<file path="config.mk">
export PLATFORM = sky130hd
export DESIGN_NAME = uart_tx
export DESIGN_NICKNAME = d
export VERILOG_FILES = /design/src/rtl/uart_tx.sv
export SDC_FILE = /design/constraint.sdc
export NUM_CORES = 1
export LEC_CHECK = 0
export ABC_AREA = 1
export BUFFER_PORTS_ARGS = -buffer_cell sky130_fd_sc_hd__buf_4
export CELL_PAD_IN_SITES_DETAIL_PLACEMENT = 1
export CELL_PAD_IN_SITES_GLOBAL_PLACEMENT = 2
export CORE_MARGIN = 2
export CORE_UTILIZATION = 30
export CTS_BUF_LIST = sky130_fd_sc_hd__clkbuf_16
export CTS_CLUSTER_DIAMETER = 100
export CTS_CLUSTER_SIZE = 8
export DETAILED_ROUTE_END_ITERATION = 10
export PLACE_DENSITY = 0.74
export SYNTH_ARGS = -nofsm -noshare
export SYNTH_HDL_FRONTEND = slang
export SYNTH_SLANG_ARGS = --single-unit
</file>
<file path="constraint.sdc">
create_clock -name i_clk -period 1.63 [get_ports i_clk]
set_clock_uncertainty 0.15 [all_clocks]
set_input_delay 0.0815 -clock i_clk [delete_from_list [all_inputs] [get_ports i_clk]]
set_output_delay 0.0815 -clock i_clk [all_outputs]
set_load 0.01 [all_outputs]
</file>
<file path="src/rtl/uart_tx.sv">
// uart_tx: 8N1 serial transmitter sending DATA_BYTE bytes per request,
// byte 0 first, with no idle gap between the bytes of one request.
//
// Ports:
//   i_clk                   clock, all state on its rising edge
//   i_rst                   asynchronous active-high reset
//   txEn                    enable; low aborts any frame and holds idle
//   txStart                 single-cycle request, accepted only in idle
//   uart_tx_sended_data     parallel payload, byte 0 is [7:0]
//   uart_tx_taken_data_bit  registered serial line, idle high
//   txBusy                  high while a frame sequence is in progress
//   txDone                  one-cycle pulse after the last stop bit
module uart_tx #(
    parameter int unsigned DATA_BYTE    = 1,
    parameter int unsigned CLKS_PER_BIT = 16
) (
    input  logic                   i_clk,
    input  logic                   i_rst,
    input  logic                   txEn,
    input  logic                   txStart,
    input  logic [DATA_BYTE*8-1:0] uart_tx_sended_data,
    output logic                   uart_tx_taken_data_bit,
    output logic                   txBusy,
    output logic                   txDone
);

    localparam int unsigned DATA_W     = DATA_BYTE * 8;
    localparam int unsigned CNT_W      = (CLKS_PER_BIT > 1) ? $clog2(CLKS_PER_BIT) : 1;
    localparam int unsigned BYTE_W     = (DATA_BYTE > 1) ? $clog2(DATA_BYTE) : 1;
    localparam int unsigned BYTE_SLOTS = 1 << BYTE_W;

    localparam logic [CNT_W-1:0]  CNT_LAST  = CNT_W'(CLKS_PER_BIT - 1);
    localparam logic [BYTE_W-1:0] BYTE_LAST = BYTE_W'(DATA_BYTE - 1);
    localparam logic [2:0]        BIT_LAST  = 3'd7;

    localparam logic [1:0] IDLE  = 2'd0;
    localparam logic [1:0] START = 2'd1;
    localparam logic [1:0] DATA  = 2'd2;
    localparam logic [1:0] STOP  = 2'd3;

    logic [1:0]        state,   stateNext;
    logic [CNT_W-1:0]  baudCnt, baudCntNext;
    logic [2:0]        bitIdx,  bitIdxNext;
    logic [BYTE_W-1:0] byteIdx, byteIdxNext;
    logic [DATA_W-1:0] dataReg, dataRegNext;
    logic              lineNext;
    logic              busyNext;
    logic              doneNext;
    logic              bitEnd;
    logic [7:0]        curByte;
    logic [7:0]        byteSlot [BYTE_SLOTS];

    // Byte view of the latched payload, padded to a power of two so the
    // byte index selects it at its natural width.
    for (genvar g = 0; g < BYTE_SLOTS; g++) begin : gByteSlot
        if (g < DATA_BYTE) begin : gUsed
            assign byteSlot[g] = dataReg[g*8 +: 8];
        end else begin : gPad
            assign byteSlot[g] = 8'h00;
        end
    end

    assign curByte = byteSlot[byteIdx];
    assign bitEnd  = (baudCnt == CNT_LAST);

    // Next-state and next-output logic.
    always_comb begin
        stateNext   = state;
        baudCntNext = baudCnt;
        bitIdxNext  = bitIdx;
        byteIdxNext = byteIdx;
        dataRegNext = dataReg;
        lineNext    = uart_tx_taken_data_bit;
        busyNext    = txBusy;
        doneNext    = 1'b0;

        case (state)
            IDLE: begin
                if (txEn && txStart) begin
                    stateNext   = START;
                    dataRegNext = uart_tx_sended_data;
                    baudCntNext = '0;
                    bitIdxNext  = '0;
                    byteIdxNext = '0;
                    lineNext    = 1'b0;
                    busyNext    = 1'b1;
                end
            end
            START: begin
                if (bitEnd) begin
                    stateNext   = DATA;
                    baudCntNext = '0;
                    bitIdxNext  = '0;
                    lineNext    = curByte[0];
                end else begin
                    baudCntNext = baudCnt + CNT_W'(1);
                end
            end
            DATA: begin
                if (bitEnd) begin
                    baudCntNext = '0;
                    if (bitIdx == BIT_LAST) begin
                        stateNext = STOP;
                        lineNext  = 1'b1;
                    end else begin
                        bitIdxNext = bitIdx + 3'd1;
                        lineNext   = curByte[bitIdx + 3'd1];
                    end
                end else begin
                    baudCntNext = baudCnt + CNT_W'(1);
                end
            end
            STOP: begin
                if (bitEnd) begin
                    baudCntNext = '0;
                    if (byteIdx == BYTE_LAST) begin
                        stateNext = IDLE;
                        lineNext  = 1'b1;
                        busyNext  = 1'b0;
                        doneNext  = 1'b1;
                    end else begin
                        // Next byte's start bit follows the stop bit directly.
                        stateNext   = START;
                        byteIdxNext = byteIdx + BYTE_W'(1);
                        lineNext    = 1'b0;
                    end
                end else begin
                    baudCntNext = baudCnt + CNT_W'(1);
                end
            end
            default: begin
                stateNext = IDLE;
                lineNext  = 1'b1;
                busyNext  = 1'b0;
            end
        endcase

        // Dropping the enable mid-sequence abandons it silently.
        if ((state != IDLE) && !txEn) begin
            stateNext   = IDLE;
            baudCntNext = '0;
            bitIdxNext  = '0;
            byteIdxNext = '0;
            lineNext    = 1'b1;
            busyNext    = 1'b0;
            doneNext    = 1'b0;
        end
    end

    // State and output registers.
    always_ff @(posedge i_clk or posedge i_rst) begin
        if (i_rst) begin
            state                  <= IDLE;
            baudCnt                <= '0;
            bitIdx                 <= '0;
            byteIdx                <= '0;
            dataReg                <= '0;
            uart_tx_taken_data_bit <= 1'b1;
            txBusy                 <= 1'b0;
            txDone                 <= 1'b0;
        end else begin
            state                  <= stateNext;
            baudCnt                <= baudCntNext;
            bitIdx                 <= bitIdxNext;
            byteIdx                <= byteIdxNext;
            dataReg                <= dataRegNext;
            uart_tx_taken_data_bit <= lineNext;
            txBusy                 <= busyNext;
            txDone                 <= doneNext;
        end
    end

endmodule

</file>
==> flow_summary.yaml <==
routing:
  drt-total-wl_mm: 2.777
  avgRoutedWirePerCell_um: 12.40
  vias: 1007
  drtIter0Drc: 16
  ant_nets: 0
  vias_per_cell: 4.496
  drc: 0
  firstDrtPassIters: 3
synth:
  synthCells: 143
  avgSynthCellArea_um2: 8.102
  yosysWarnings: 0
  yosysSeqAreaShare_pct: 43.30
  synth.cell_area_mm2: 0.001159
  syn_nets: 162
  synth-seq-cells: 20
  synth_cell_types: 26
sta:
  min_period_ns: 1.524
  slew_violations: 0
  fmax_ghz: 0.6561
  tightest_slew_ns: 0.2785
  post-route-period-util_pct: 93.50
  fin_ws_ns: 0.1059
  slew_headroom_pct: 81.43
  final-setup-viol-count: 0
  finalHoldViolCount: 0
  rsz0062_at_grt: "true"
  setup_tns_ns: 0
global_route:
  grt_util_met2_pct: 26.25
  grt_overflow: 0
  grt_usage_pct: 14.57
  grt_pass1_vias: 1047
  grt_pass1_wl_mm: 4.795
  met3_usage_pct: 2.044
  busiest_layer: "met2"
  grtUsageMet1_pct: 17.43
  grt_max_degree: 21
  antenna_found_initial: 0
placed_design:
  gp_congestion: 0.7543
  io_buffer_count: 14
  pre_cts_ws_ns: 0.005123
  dpl.hpwl_mm: 2.087
cts:
  ctsLongestPathBuffers: 2
  cts_max_level: 1
  path_clk_slew_ns: 0.06
  root_buffer: "clkbuf_16"
  clock_sinks: 20
  cts_tree: "yes"
  numCtsBuffers: 3
  insertion_delay_ns: 0.25
power:
  ir_worst_vdd_mv: 0.4961
  p_leak_nw: 0.7964
  p_per_area_mw_per_mm2: 1750
layout:
  area_delta_synth_final_pct: 40.28
  final_common_cell: "nand2_1"
  diodes: 0
  final_net_count: 196
  num-fill-cells: 452
  drive_above_1_share_pct: 30.11
  final_cell_mix: "nand2_1 (41), buf_4 (22), dfrtp_1 (19), inv_1 (17), o21ai_0 (11)"
min_path:
  min_to: "baudCnt[2]"
  hp-start: "txStart"
  hold_path.class: "input port to flip-flop"
  holdPathStages: 4
worst_setup_path:
  worstRegToRegCells: 9
  r2r_start: "baudCnt[0]"
  start_kind: "flip-flop"
  end_kind: "flip-flop"
  worstReg2RegEnd: "txBusy"
  required_ns: 1.63
  worstSetupPathType: "flip-flop to flip-flop"
  arrival_ns: 1.52
  r2r_slack_ns: 0.11
  crit_fanout: 4
run:
  cap_violations: 0
die:
  rows: 22
  die_y_um: 66.15
  pin_count: 15
  dieWidth_um: 66.15
  initial_core_util_pct: 31.41
  dieArea_mm2: 0.004375
  core_mm2: 0.003689
status:
  status: "finished, final reports clean"
power by group:
group	internal, W	switching (W)	total (W)
sequential	0.000692	0.0000946	0.000787
combinational	0.000575	0.000808	0.00138
clock	0.000487	0.000188	0.000675
total	0.00175	0.00109	0.00284
metal layers:
| layer | part of all wire [%] | vias up |
|---|---|---|
| met5 | 0 | - |
| met2 | 52 | 13 |
| met3 | 2.0 | 5 |
| li1 | - | 513 |
| met4 | 1.4 | 0 |
| met1 | 44 | 476 |
critical path: stages, from the launching register on:
cell	delay, ns
dfrtp_1	0.41
ha_1	0.25
nand3_2	0.11
nand2_2	0.06
inv_1	0.07
nand2_2	0.09
nand2_1	0.08
inv_1	0.04
o21ai_1	0.11
inv_1	0.05
logic make-up after synthesis:
family,share of synthesized area [%]
AOI/OAI and AO/OA,10.58
xor gates and xnor gates,1.512
muxes,0.9719
adders and majority gates,7.559
DFF,43.31
buffers and inverters,9.612
and+or+nand+nor,26.46
how the worst max path moves through the flow:
| stage | depth (start not counted) | slack, ns | from | to |
|---|---|---|---|---|
| after floorplan | 11 | 0.04 | state[0] | state[0] |
| after detailed placement | 8 | 0.005 | state[1] | state[1] |
| after CTS | 9 | 0.009 | state[0] | bitIdx[0] |
| after global placement | 9 | 0.05 | state[1] | uart_tx_taken_data_bit |
| final | 9 | 0.11 | baudCnt[0] | txBusy |
| after global routing | 10 | -0.02 | state[0] | bitIdx[2] |
registers in the layout, summed over array words and instances (netlist names):
name / count
txBusy: 1
baudCnt: 4
dataReg: 8
txDone: 1
state: 2
bitIdx: 3
uart_tx_taken_data_bit: 1
per-stage QoR:
stage          util, %  hold WS (ns)  std cells  power (W)  area (µm²)
2_1_floorplan        -       -0.1054        143   0.001669        1159
3_3_place_gp     36.80      -0.01602        210   0.001976        1358
3_5_place_dp     36.80     -0.008399        210   0.002026        1358
4_1_cts          42.16       0.04016        223   0.002746        1555
5_1_grt          44.06       0.07451        224   0.003122        1625
6_report         44.06       0.04319        224   0.002845        1625
Yosys cell counts:
library cell   n  share of area, %
inv_1         21               6.8
nand2_4        3               2.9
nor2_4         1              0.97
a21oi_2        1              0.76
buf_4          1              0.65
nor2_1         4               1.3
xnor2_1        1              0.76
o21ai_1        6               2.6
inv_4          1              0.54
dfrtp_1       19                41
nand2_2        2               1.1
buf_6          1              0.97
inv_2          2              0.65
xor2_1         1              0.76
nand4_2        1               1.1
nand2_1       42                14
dfstp_2        1               2.3
nor2_2         1              0.54
ha_1           7               7.6
nor3b_1        1              0.65
a21oi_1        2              0.86
o21ai_0       11               4.8
a32o_1         1              0.86
o21ai_2        1              0.76
nand3_1       10               4.3
mux2_2         1              0.97
cell type report:
type                       instances  area [µm²]  area share (%)
sequential                        20       501.7           30.87
tap                               48       60.06           3.695
clock inverter                     1       30.03           1.848
multi-input combinational         97       610.6           37.57
timing repair buffer              31       255.2           15.70
inverter                          24       92.59           5.697
clock buffer                       3       75.07           4.619
repair_timing:
item,CTS,global route
hold buffers,9,0
gates cloned,0,0
setup buffers,0,1
endpoints found under the setup margin,3,7
hold endpoints to repair,28,0
gates resized for setup,1,14
pin swaps,0,3
(Power assumes the default switching activity.)
